`config.mk`:
```
export PLATFORM = sky130hd
export DESIGN_NAME = vga_timing_gen_flat
export DESIGN_NICKNAME = d
export VERILOG_FILES = /design/src/rtl/vga_timing_gen_pkg.sv /design/src/rtl/vga_timing_gen_if.sv /design/src/rtl/vga_timing_gen_sync_2ff.sv /design/src/rtl/vga_timing_gen.sv /design/src/flat_wrapper.sv
export SDC_FILE = /design/constraint.sdc
export NUM_CORES = 1
export LEC_CHECK = 0
export ABC_AREA = 1
export CORE_UTILIZATION = 48
export DETAILED_ROUTE_END_ITERATION = 8
export PLACE_DENSITY = 0.75
export REMOVE_ABC_BUFFERS = 1
export SLEW_MARGIN = 0
export SYNTH_ARGS = -nofsm -noshare
export SYNTH_HDL_FRONTEND = slang
export SYNTH_HIERARCHICAL = 1
export SYNTH_SLANG_ARGS = --single-unit
```
`constraint.sdc`:
```
create_clock -name clock -period 1.86 [get_ports clock]
set_input_delay 0.279 -clock clock [delete_from_list [all_inputs] [get_ports clock]]
set_output_delay 0.279 -clock clock [all_outputs]
set_load 0.1 [all_outputs]
```
`src/rtl/vga_timing_gen_pkg.sv`:
```
// Shared definitions for the 800x600@60 Hz raster timing generator.
// The 800x600 geometry lives here so the renderer and the HDMI encoder can
// agree with the timing generator. The generator also exposes the geometry
// as parameters so that smaller rasters can be built from the same source.
package vga_pkg;

  // Horizontal geometry in pixels (40 MHz pixel clock).
  localparam int DEF_H_VISIBLE = 800;
  localparam int DEF_H_FP      = 40;
  localparam int DEF_H_SYNC    = 128;
  localparam int DEF_H_BP      = 88;

  // Vertical geometry in lines.
  localparam int DEF_V_VISIBLE = 600;
  localparam int DEF_V_FP      = 1;
  localparam int DEF_V_SYNC    = 4;
  localparam int DEF_V_BP      = 23;

  // Both syncs are active-high for this mode.
  localparam bit DEF_HSYNC_POL = 1'b1;
  localparam bit DEF_VSYNC_POL = 1'b1;

  // Synchronized lock must hold this many cycles before the raster starts.
  localparam int DEF_LOCK_HOLD = 16;

  // Derived totals: 1056 pixels per line and 628 lines per frame.
  localparam int DEF_H_TOTAL = DEF_H_VISIBLE + DEF_H_FP + DEF_H_SYNC + DEF_H_BP;
  localparam int DEF_V_TOTAL = DEF_V_VISIBLE + DEF_V_FP + DEF_V_SYNC + DEF_V_BP;

  // Raster coordinates are 11 bits wide; both totals fit below 2^11.
  localparam int COORD_W = 11;
  typedef logic [COORD_W-1:0] coord_t;

  // Raster is either waiting for a stable clock or producing a frame.
  typedef enum logic {
    WAIT_LOCK = 1'b0,
    RUN       = 1'b1
  } timing_state_t;

  // True when lo <= v < hi_excl; used for the sync windows.
  function automatic logic in_window(coord_t v, coord_t lo, coord_t hi_excl);
    return (v >= lo) && (v < hi_excl);
  endfunction

endpackage

```
`src/rtl/vga_timing_gen_if.sv`:
```
// Raster timing bundle driven by the timing generator and consumed by the
// renderer and the HDMI encoder. All signals are registered in the pixel
// clock domain and describe the same pixel position in every cycle.
interface vga_timing_gen_if;
  import vga_pkg::*;

  logic   running;
  coord_t col;
  coord_t row;
  logic   hsync;
  logic   vsync;
  logic   blank;
  logic   line_start;
  logic   frame_start;

  // Timing generator side.
  modport master (
    output running,
    output col,
    output row,
    output hsync,
    output vsync,
    output blank,
    output line_start,
    output frame_start
  );

  // Consumer side (renderer, HDMI encoder).
  modport slave (
    input running,
    input col,
    input row,
    input hsync,
    input vsync,
    input blank,
    input line_start,
    input frame_start
  );

endinterface

```
`src/rtl/vga_timing_gen_sync_2ff.sv`:
```
// Generic two-flop synchronizer for a single slow-changing bit that arrives
// from another clock domain. Both stages reset to RESET_VAL so the output
// is well defined while reset is held.
module sync_2ff #(
  parameter bit RESET_VAL = 1'b0
) (
  input  logic clock,
  input  logic reset,
  input  logic d,
  output logic q
);

  logic meta;

  // Two back-to-back flops give the first stage a full cycle to settle.
  always_ff @(posedge clock) begin
    if (reset) begin
      meta <= RESET_VAL;
      q    <= RESET_VAL;
    end else begin
      meta <= d;
      q    <= meta;
    end
  end

endmodule

```
`src/rtl/vga_timing_gen.sv`:
```
// Pixel-domain raster timing generator. Waits for the clock generator lock
// to be stable, then walks col/row over the full raster and produces syncs,
// blanking and line/frame strobes. Every output is registered from the same
// next-position value, so all of them describe the (col,row) shown in the
// same cycle with no skew between them.
module vga_timing_gen
  import vga_pkg::*;
#(
  parameter int H_VISIBLE = DEF_H_VISIBLE,
  parameter int H_FP      = DEF_H_FP,
  parameter int H_SYNC    = DEF_H_SYNC,
  parameter int H_BP      = DEF_H_BP,
  parameter int V_VISIBLE = DEF_V_VISIBLE,
  parameter int V_FP      = DEF_V_FP,
  parameter int V_SYNC    = DEF_V_SYNC,
  parameter int V_BP      = DEF_V_BP,
  parameter bit HSYNC_POL = DEF_HSYNC_POL,
  parameter bit VSYNC_POL = DEF_VSYNC_POL,
  parameter int LOCK_HOLD = DEF_LOCK_HOLD
) (
  input  logic             clock,
  input  logic             reset,
  input  logic             locked,
  vga_timing_gen_if.master vid
);

  localparam int H_TOTAL = H_VISIBLE + H_FP + H_SYNC + H_BP;
  localparam int V_TOTAL = V_VISIBLE + V_FP + V_SYNC + V_BP;

  // Terminal counts and decode boundaries in coordinate width.
  localparam coord_t H_LAST   = coord_t'(H_TOTAL - 1);
  localparam coord_t V_LAST   = coord_t'(V_TOTAL - 1);
  localparam coord_t H_VIS    = coord_t'(H_VISIBLE);
  localparam coord_t V_VIS    = coord_t'(V_VISIBLE);
  localparam coord_t HS_START = coord_t'(H_VISIBLE + H_FP);
  localparam coord_t HS_STOP  = coord_t'(H_VISIBLE + H_FP + H_SYNC);
  localparam coord_t VS_START = coord_t'(V_VISIBLE + V_FP);
  localparam coord_t VS_STOP  = coord_t'(V_VISIBLE + V_FP + V_SYNC);

  // Inactive sync levels, also the idle/reset levels.
  localparam bit HS_IDLE = ~HSYNC_POL;
  localparam bit VS_IDLE = ~VSYNC_POL;

  // hold_cnt counts 0..LOCK_HOLD-1; the edge that would take it to
  // LOCK_HOLD is the edge that starts the raster.
  localparam int HOLD_W = (LOCK_HOLD > 1) ? $clog2(LOCK_HOLD) : 1;
  localparam logic [HOLD_W-1:0] HOLD_LAST = HOLD_W'(LOCK_HOLD - 1);

  logic lock_s;

  timing_state_t     state, state_next;
  logic [HOLD_W-1:0] hold_cnt, hold_next;
  coord_t            col_q, row_q, col_next, row_next;

  logic running_q, hsync_q, vsync_q, blank_q, line_start_q, frame_start_q;
  logic running_d, hsync_d, vsync_d, blank_d, line_start_d, frame_start_d;

  // The lock indicator comes from the clock generator and is asynchronous.
  sync_2ff #(
    .RESET_VAL (1'b0)
  ) u_lock_sync (
    .clock (clock),
    .reset (reset),
    .d     (locked),
    .q     (lock_s)
  );

  // State, counters and decoded outputs all update together on each edge.
  always_ff @(posedge clock) begin
    if (reset) begin
      state         <= WAIT_LOCK;
      hold_cnt      <= '0;
      col_q         <= '0;
      row_q         <= '0;
      running_q     <= 1'b0;
      hsync_q       <= HS_IDLE;
      vsync_q       <= VS_IDLE;
      blank_q       <= 1'b1;
      line_start_q  <= 1'b0;
      frame_start_q <= 1'b0;
    end else begin
      state         <= state_next;
      hold_cnt      <= hold_next;
      col_q         <= col_next;
      row_q         <= row_next;
      running_q     <= running_d;
      hsync_q       <= hsync_d;
      vsync_q       <= vsync_d;
      blank_q       <= blank_d;
      line_start_q  <= line_start_d;
      frame_start_q <= frame_start_d;
    end
  end

  // Lock qualification, raster walk and fall-back to idle on lost lock.
  always_comb begin
    state_next = state;
    hold_next  = hold_cnt;
    col_next   = col_q;
    row_next   = row_q;
    case (state)
      WAIT_LOCK: begin
        col_next = '0;
        row_next = '0;
        if (!lock_s) begin
          hold_next = '0;
        end else if (hold_cnt == HOLD_LAST) begin
          state_next = RUN;
          hold_next  = '0;
        end else begin
          hold_next = hold_cnt + 1'b1;
        end
      end
      RUN: begin
        hold_next = '0;
        if (!lock_s) begin
          state_next = WAIT_LOCK;
          col_next   = '0;
          row_next   = '0;
        end else if (col_q == H_LAST) begin
          col_next = '0;
          row_next = (row_q == V_LAST) ? '0 : row_q + 1'b1;
        end else begin
          col_next = col_q + 1'b1;
        end
      end
      default: begin
        state_next = WAIT_LOCK;
        hold_next  = '0;
        col_next   = '0;
        row_next   = '0;
      end
    endcase
  end

  // Decode the position about to be shown so the registers stay aligned.
  always_comb begin
    running_d     = 1'b0;
    hsync_d       = HS_IDLE;
    vsync_d       = VS_IDLE;
    blank_d       = 1'b1;
    line_start_d  = 1'b0;
    frame_start_d = 1'b0;
    if (state_next == RUN) begin
      running_d     = 1'b1;
      hsync_d       = in_window(col_next, HS_START, HS_STOP) ? HSYNC_POL : HS_IDLE;
      vsync_d       = in_window(row_next, VS_START, VS_STOP) ? VSYNC_POL : VS_IDLE;
      blank_d       = (col_next >= H_VIS) || (row_next >= V_VIS);
      line_start_d  = (col_next == '0);
      frame_start_d = (col_next == '0) && (row_next == '0);
    end
  end

  assign vid.running     = running_q;
  assign vid.col         = col_q;
  assign vid.row         = row_q;
  assign vid.hsync       = hsync_q;
  assign vid.vsync       = vsync_q;
  assign vid.blank       = blank_q;
  assign vid.line_start  = line_start_q;
  assign vid.frame_start = frame_start_q;

endmodule

```
`src/flat_wrapper.sv`:
```
// flat-port wrapper written by rule: the top's interface ports become plain ports
module vga_timing_gen_flat import vga_pkg::*;
#(
  parameter int H_VISIBLE = DEF_H_VISIBLE,
  parameter int H_FP      = DEF_H_FP,
  parameter int H_SYNC    = DEF_H_SYNC,
  parameter int H_BP      = DEF_H_BP,
  parameter int V_VISIBLE = DEF_V_VISIBLE,
  parameter int V_FP      = DEF_V_FP,
  parameter int V_SYNC    = DEF_V_SYNC,
  parameter int V_BP      = DEF_V_BP,
  parameter bit HSYNC_POL = DEF_HSYNC_POL,
  parameter bit VSYNC_POL = DEF_VSYNC_POL,
  parameter int LOCK_HOLD = DEF_LOCK_HOLD
)
  (clock, reset, locked, vid_running, vid_col, vid_row, vid_hsync, vid_vsync, vid_blank, vid_line_start, vid_frame_start);
  vga_timing_gen_if vid_i ();
  input  logic clock;
  input  logic reset;
  input  logic locked;
  output wire logic [$bits(vid_i.running)-1:0] vid_running;
  output wire logic [$bits(vid_i.col)-1:0] vid_col;
  output wire logic [$bits(vid_i.row)-1:0] vid_row;
  output wire logic [$bits(vid_i.hsync)-1:0] vid_hsync;
  output wire logic [$bits(vid_i.vsync)-1:0] vid_vsync;
  output wire logic [$bits(vid_i.blank)-1:0] vid_blank;
  output wire logic [$bits(vid_i.line_start)-1:0] vid_line_start;
  output wire logic [$bits(vid_i.frame_start)-1:0] vid_frame_start;
  assign vid_running = vid_i.running;
  assign vid_col = vid_i.col;
  assign vid_row = vid_i.row;
  assign vid_hsync = vid_i.hsync;
  assign vid_vsync = vid_i.vsync;
  assign vid_blank = vid_i.blank;
  assign vid_line_start = vid_i.line_start;
  assign vid_frame_start = vid_i.frame_start;
  vga_timing_gen #(.H_VISIBLE(H_VISIBLE), .H_FP(H_FP), .H_SYNC(H_SYNC), .H_BP(H_BP), .V_VISIBLE(V_VISIBLE), .V_FP(V_FP), .V_SYNC(V_SYNC), .V_BP(V_BP), .HSYNC_POL(HSYNC_POL), .VSYNC_POL(VSYNC_POL), .LOCK_HOLD(LOCK_HOLD)) u_core (.clock(clock), .reset(reset), .locked(locked), .vid(vid_i));
endmodule
```
Word level (Yosys, flattened, before mapping)

Index checks and enable logic that the tools add are counted.

Logic and storage cells: 50
Register bits after elaboration: 35
Output and inout port bits: 28
Input bits: 3

Bitwise operators: 2
Eq/ne operators: 3
Muxes and demuxes: 17
Magnitude comparators: 6
Add/sub/neg operators: 3
Reduce and logical (&&, ||, !) cells: 7

Operator list:

| cell                                                   | number |
|---|---|
| 2-to-1 mux 11 bit                                      | 5 |
| >= comparator 11 x 10 -> 1 bit (second input constant) | 4 |
| one-hot mux 11 bit (2 select lines)                    | 2 |
| adder 11 x 1 -> 11 bit (second input constant)         | 2 |
| logical NOT 11 bit                                     | 2 |
| < comparator 11 x 10 -> 1 bit (second input constant)  | 2 |
| equality test 11 x 10 -> 1 bit (second input constant) | 1 |
| equality test 11 bit (second input constant)           | 1 |
| 2-to-1 mux 4 bit                                       | 2 |
| one-hot mux 4 bit (2 select lines)                     | 1 |
| 2-to-1 mux 1 bit                                       | 6 |
| adder 4 x 1 -> 4 bit (second input constant)           | 1 |
| equality test 4 bit (second input constant)            | 1 |
| logical AND 1 bit                                      | 3 |
| inverter 1 bit                                         | 2 |
| one-hot mux 1 bit (2 select lines)                     | 1 |
| OR reduction 2 bit                                     | 1 |
| logical OR 1 bit                                       | 1 |

Depth between registers and ports, before layout

Gate-level depths: netlist (run 1).

Depth after elaboration: 8
Depth in mapped cells: 14
Gate-level depth less buffers: 14

Hierarchy

Netlist (run 1), hierarchy kept.

Modules (own cells, without submodules):

| module         | cells each | area each (µm²) | instances | sequential area each (µm²) |
|---|---|---|---|---|
| vga_timing_gen | 301        | 1916.8          | 1         | 640.6 |
| sync_2ff       | 6          | 55.1            | 1         | 40.0 |

Worst setup path after synthesis (run 1)

OpenSTA, ideal clock, no wires.

Path kind: register to register
Start point: register u_core.col_q[0], in the netlist u_core/vid.col[0]
End point: register u_core.vsync_q, in the netlist u_core/vid.vsync
Data arrival time: 2.537 ns
Path slack: -0.740 ns
Library setup time: 0.064 ns
Cell stages (with the launch flop): 11
Clock period less this slack: 2.600 ns
Required time: 1.796 ns
Cell sequence: dfxtp_1 -> ha_1 -> nand4_4 -> nor2_8 -> buf_6 -> nand3_1 -> nand3_2 -> nand2_2 -> nor2_2 -> nand3_1 -> nor2_1

Longest elaborated chain between the ends: 7
Elaborated cells between the ends (all ways): 8
Those cells by class: 2 x order compare; 1 x eq/ne; 4 x mux; 1 x reduce/logical

Ends and longest elaborated chain:

| element                                                                         | line                     | text |
|---|---|---|
| start, declared                                                                 | vga_timing_gen.sv:53     | `coord_t col_q, row_q, col_next, row_next;` |
| start signal, assigned                                                          | vga_timing_gen.sv:84     | `col_q <= col_next;` |
| equality test 11 bit *                                                          | vga_timing_gen.sv:120    | `end else if (col_q == H_LAST) begin` |
| 2-to-1 mux 11 bit *                                                             | vga_timing_gen.sv:120    |  |
| 2-to-1 mux 11 bit *                                                             | vga_timing_gen.sv:116    | `if (!lock_s) begin` |
| one-hot mux 11 bit (2 select lines) *                                           | vga_timing_gen.sv:101    | `case (state)` |
| >= comparator 11 x 10 -> 1 bit or < comparator 11 x 10 -> 1 bit (tied branches) | vga_timing_gen_pkg.sv:42 | `return (v >= lo) && (v < hi_excl);` |
| logical AND 1 bit *                                                             | vga_timing_gen_pkg.sv:42 |  |
| 2-to-1 mux 1 bit *                                                              | vga_timing_gen.sv:147    | `vsync_d = in_window(row_next, VS_START, VS_STOP) ? VSYNC_POL : VS_IDLE;` |
| end signal, assigned                                                            | vga_timing_gen.sv:88     | `vsync_q <= vsync_d;` |
| end, declared                                                                   | vga_timing_gen.sv:55     | `logic running_q, hsync_q, vsync_q, blank_q, line_start_q, frame_start_q;` |

Mark *: on every way between the ends. The rest lies on a longest branch, timed or not.
A chain may end at the register's enable or synchronous reset.

Final worst setup path (run 1)

Start point: register u_core.col_q[0], in the netlist u_core/vid.col[0]
End point: register u_core.frame_start_q, in the netlist u_core/vid.frame_start

Longest elaborated chain between the ends: 6
Elaborated cells between the ends (all ways): 11
Those cells by class: 1 x add/sub; 1 x eq/ne; 6 x mux; 3 x reduce/logical

Ends and longest elaborated chain:

| element                                                        | line                                         | text |
|---|---|---|
| adder 11 x 1 -> 11 bit or equality test 11 bit (tied branches) | vga_timing_gen.sv:124, vga_timing_gen.sv:120 |  |
| 2-to-1 mux 11 bit                                              | vga_timing_gen.sv:120                        |  |
| 2-to-1 mux 11 bit                                              | vga_timing_gen.sv:116                        |  |
| one-hot mux 11 bit (2 select lines)                            | vga_timing_gen.sv:101                        |  |
| logical NOT 11 bit                                             | vga_timing_gen.sv:150                        | `frame_start_d = (col_next == '0) && (row_next == '0);` |
| logical AND 1 bit *                                            | vga_timing_gen.sv:150                        |  |
| end signal, assigned                                           | vga_timing_gen.sv:91                         | `frame_start_q <= frame_start_d;` |
| end, declared                                                  | vga_timing_gen.sv:55                         |  |

Marked as above.

==> metrics.yaml, run 1 <==
run_status: "finished clean"
rows: 22
dp_hpwl_mm: 3.71
drv_cap: 0
grt_start_max_net_pins: 25
grt_pass1_wl_mm: 8.15
ys_types: 31
core_area_mm2: 0.00380
antenna_found_initial: 0
nets: 370
critPathArrivalTime_ns: 2.00
viasPerCell: 5.06
area_delta_synth_final_pct: 39.0
crit_required_ns: 2.09
synth_area_mm2: 0.00197
yosysWarningCount: 6
grt_pass1_vias: 1864
ys_seq_area_share_pct: 34.5
maxSlewHeadroom_pct: 80.9
cts_tree: "done"
cts-root-buf: "clkbuf_8"
skew_ns: 0.00748
drtIter0Drc: 169
antenna_left: 0
hold_buffers: 0
clock-sinks: 34
worstSetupPathType: "reg -> reg"
die_x_um: 66.1
finalHoldViolations: 0
overflow: 0
start_util_pct: 51.9
finalCritPeriodShare_pct: 95.2
numPortBuffers: 30
routedWlPerCell_um: 12.5
peakVddDrop_mv: 0.477
clock.fmax_ghz: 0.565
ys_top_cells_by_area: "dfxtp_1 35%, nand2_1 15%, nor2_1 14%"
die_y_um: 66.1
syn_avg_cell_area_um2: 6.42
setup_violations: 0
synth_area_leader_cell: "dfxtp_1"
synthCells: 307
final_cells: 413
min_path_type: "reg -> reg"
placed_cells: 401
leakage_nw: 1.31
insertion_delay_ns: 0.29
diodes: 0
place.gp.congestion: 0.952
finalCriticalPeriod_ns: 1.77
clkTransAtPathRegs_ns: 0.07
final_cell_mix: "77 x nand2_1, 67 x nor2_1, 39 x buf_4"
p_per_area_mw_per_mm2: 478
cts_buffers: 5
critPathLaunchType: "flip-flop"
ios: 31
drive_above_1_share_pct: 28.2
holdWs_ns: 0.402
routed_wl_mm: 5.16
grtUsageTotal_pct: 24.6
worstSetupEndpointType: "flip-flop"
mostFrequentLayoutCell: "nand2_1"
drc_errors: 0
synth.top_cell.area_share_pct: 34.5
tightest_slew_ns: 0.286
maxSlewViolCount: 0
first_pass_iters: 4
synth-seq-cells: 34
path_max_fanout: 8
dieArea_mm2: 0.00437
p_total_mw: 1.31
htreeDepth: 2
vias: 2090
clock_path_buffers: 2
## state kept, by name, indices dropped and copies added (netlist names)
signal	cells
u_core/vid.hsync	1
u_core/vid.vsync	1
u_core/vid.col	11
u_core/vid.line_start	1
u_core/u_lock_sync/q	1
u_core/vid.blank	1
u_core/hold_cnt	4
u_core/vid.frame_start	1
u_core/vid.row	11
u_core/u_lock_sync/meta	1
u_core/state	1
## final timing paths
kind	from	to	slack, ns	depth (start not counted)
hold reg to reg	u_core/u_lock_sync/meta	u_core/u_lock_sync/q	0.40	2
setup / recovery	u_core/vid.col[0]	u_core/vid.frame_start	0.09	11
hold / removal	u_core/u_lock_sync/meta	u_core/u_lock_sync/q	0.40	2
setup reg to reg	u_core/vid.col[0]	u_core/vid.frame_start	0.09	11
## per-layer routing
| layer | track usage (%) | vias up | share of wire (%) |
|---|---|---|---|
| li1 | - | 1081 | - |
| met1 | 32.2 | 934 | 44 |
| met2 | 40.6 | 68 | 49 |
| met3 | 5.52 | 7 | 6.6 |
| met4 | 6.38 | 0 | 1.0 |
| met5 | 0 | - | 0 |
## layout make-up
type	instances	area (um^2)
Sequential cell	34	691
Clock buffer	7	86.3
Inverter	39	146
Tap cell	48	60.1
Timing Repair Buffer	53	544
Fill cell	316	1060
Multi-Input combinational cell	231	1210
Clock inverter	1	5.00
## Yosys cell counts (all sizes together)
cell and instances:
ha 3, a21o 1, nor3 5, nand4 10
buf 1, dfxtp 34, a21boi 1, inv 38
nand3 35, a31oi 1, xor2 1, nor2 77
nand2 83, o21ai 5, clkbuf 2, clkinv 1
nand3b 1, a21oi 4, or2 3, o21bai 1
## report_power, final
part	internal, mW	switching, mW	leakage (nW)	total [mW]
logic	0.00763	0.0134	0.986	0.0210
registers	0.730	0.00115	0.278	0.731
clock network	0.298	0.261	0.0482	0.559
## through the flow
step / instance area, um^2 / utilization (%) / setup TNS, ns / setup WS, ns
global route: 2740 / 72.2 / -0.0728 / -0.0265
CTS: 2640 / 69.4 / 0 / 0.0424
detailed placement: 2510 / 66.1 / -0.0378 / -0.0378
finish: 2740 / 72.2 / 0 / 0.0889
global placement: 2510 / 66.1 / -0.0386 / -0.0386
floorplan: 1950 / - / -11.47 / -0.752
## worst max-delay path, stage by stage, from the launching register on
cell and delay [ns]:
dfxtp_2 0.36, ha_4 0.16, nand4_4 0.16, nor2_8 0.22, nor2_4 0.11, nand2_2 0.11
nor2_4 0.06, nor2_2 0.12, nand3_1 0.10, nor2_2 0.13, nand2_1 0.08, nor2_1 0.10
## cells by family (layout without fill, tap and decap cells)
logic type	Yosys count	count (layout)	share of synthesized area, %
simple gates	214	214	49.6
buf+inv	42	100	8.38
flops	34	34	34.5
compound gates	13	13	5.14
fa+ha+maj	3	3	1.90
xor+xnor	1	1	0.444
## repair_timing
action / in CTS / in global routing
gates resized for setup: 0 / 30
pin swaps: 1 / 13
hold endpoints to repair: 0 / 0
buffers inserted: 3 / 1
endpoints found under the setup margin: 4 / 5
Note: power is estimated with default switching activity, not from simulation.
==> inputs of run 2 (changes only) <==
--- a/config.mk
+++ b/config.mk
@@ -6,7 +6,7 @@
 export NUM_CORES = 1
 export LEC_CHECK = 0
 export ABC_AREA = 1
-export CORE_UTILIZATION = 48
+export CORE_UTILIZATION = 50
 export DETAILED_ROUTE_END_ITERATION = 8
 export PLACE_DENSITY = 0.75
 export REMOVE_ABC_BUFFERS = 1
==> constraint.sdc (replaced) <==
create_clock -name clock -period 2.2 [get_ports clock]
set_input_delay 0.33 -clock clock [delete_from_list [all_inputs] [get_ports clock]]
set_output_delay 0.33 -clock clock [all_outputs]
set_load 0.1 [all_outputs]
==> run 2 against run 1 <==
Die area fell by 3.9%. Maximum frequency fell by 11%. Final area fell by 14%. Critical path depth fell by 1. Setup slack improved by 0.12 ns. Via count fell by 5.5%. Register-to-register slack improved by 0.12 ns. Sequential share of layout area rose by 3.5 points.
==> metrics.yaml, run 2 (same netlist as run 1, synthesis figures left out) <==
run_status: "finished clean"
preCtsSetupSlack_ns: 0.200
endpoint: "u_core/vid.vsync"
viasPerCell: 5.04
peakVddDrop_mv: 0.345
p_per_area_mw_per_mm2: 497
busiest_layer: "met2"
crit_chain: "ha_1, nand4_4, nor2_8, nand2_1, o21bai_2, o21ai_1, nor2_1, nand3_1, nand3_1, nor2_1"
dieArea_mm2: 0.00420
start_util_pct: 53.1
clock_path_buffers: 2
critPathLaunchType: "flip-flop"
final_cells: 392
startpoint: "u_core/vid.col[1]"
grt_start_max_net_pins: 25
crit_required_ns: 2.39
r2r_slack_ns: 0.21
nets: 349
antenna_left: 0
r2r-end: "u_core/vid.vsync"
clkTransAtPathRegs_ns: 0.07
worstSetupEndpointType: "flip-flop"
numPortBuffers: 30
grt_pass1_wl_mm: 8.01
cts_resized: 0
slowest_delay_ns: 0.38
tightest_slew_ns: 0.345
cts-root-buf: "clkbuf_8"
r2r_cells: 10
placed_cells: 384
die_x_um: 64.8
dp_hpwl_mm: 3.55
antenna_found_initial: 0
crit_slowest_cell: "dfxtp_1"
ios: 31
finalHoldViolations: 0
cts_tree: "done"
met2_usage_pct: 37.1
drtIter0Drc: 200
worstSetupPathType: "reg -> reg"
cts_buffers: 5
holdWs_ns: 0.408
overflow: 0
setup_tns_ns: 0
clock-sinks: 34
first_pass_iters: 4
path_max_fanout: 17
routed_wl_mm: 4.65
final_cell_mix: "80 x nand2_1, 72 x nor2_1, 38 x inv_1"
drv_cap: 0
leakage_nw: 1.15
insertion_delay_ns: 0.29
final_area_mm2: 0.00237
min_path_type: "reg -> reg"
drc_errors: 0
utilization_pct: 63.7
setup_violations: 0
grtUsageMet3_pct: 5.81
hold_buffers: 0
rsz0062_at_grt: "false"
critPathArrivalTime_ns: 2.19
maxSlewViolCount: 0
fin_ws_ns: 0.205
r2r-start: "u_core/vid.col[1]"
grtUsageTotal_pct: 24.8
drive_above_1_share_pct: 17.2
finalCritPeriodShare_pct: 90.7
clock.fmax_ghz: 0.501
mostFrequentLayoutCell: "nand2_1"
htreeDepth: 2
place_area_mm2: 0.00226
core_area_mm2: 0.00372
diodes: 0
vias: 1975
skew_ns: 0.00848
place.gp.congestion: 0.883
post_cts_buffers: 0
finalCriticalPeriod_ns: 1.99
rows: 22
met1_usage_pct: 34.4
hold_depth: 2
die_y_um: 64.8
p_total_mw: 1.18
routedWlPerCell_um: 11.9
grt_pass1_vias: 1768
maxSlewHeadroom_pct: 76.9
area_delta_synth_final_pct: 20.1
## run 2: area by class of cell
type                            instances  area [um^2]
Clock buffer                            8          110
Fill cell                             352         1350
Inverter                               39          146
Multi-Input combinational cell        231         1130
Sequential cell                        34          681
Tap cell                               48         60.1
Timing Repair Buffer                   32          245
## run 2: worst min-delay path by stage
stage	slack (ns)	from	endpoint
CTS	0.41	u_core/u_lock_sync/meta	u_core/u_lock_sync/q
detailed placement	0.40	u_core/u_lock_sync/meta	u_core/u_lock_sync/q
finish	0.41	u_core/u_lock_sync/meta	u_core/u_lock_sync/q
global route	0.43	u_core/u_lock_sync/meta	u_core/u_lock_sync/q
global placement	0.39	u_core/u_lock_sync/meta	u_core/u_lock_sync/q
floorplan	0.39	u_core/u_lock_sync/meta	u_core/u_lock_sync/q
## run 2: routing by layer
metal,vias to the layer above,part of all wire (%)
met1,883,50
met2,43,44
met4,0,1.3
met3,8,4.9
met5,-,0
li1,1041,-
## run 2: critical path, delay by kind of cell (launching register included)
family	cells	cell delay (ns)
flops	1	0.38
simple gates	7	0.91
compound gates	2	0.31
fa+ha+maj	1	0.31
## run 2: report_power, final
part	switching (mW)	total, mW	internal, mW
Sequential	0.00172	0.619	0.617
Combinational	0.0102	0.0158	0.00557
Clock	0.226	0.542	0.316
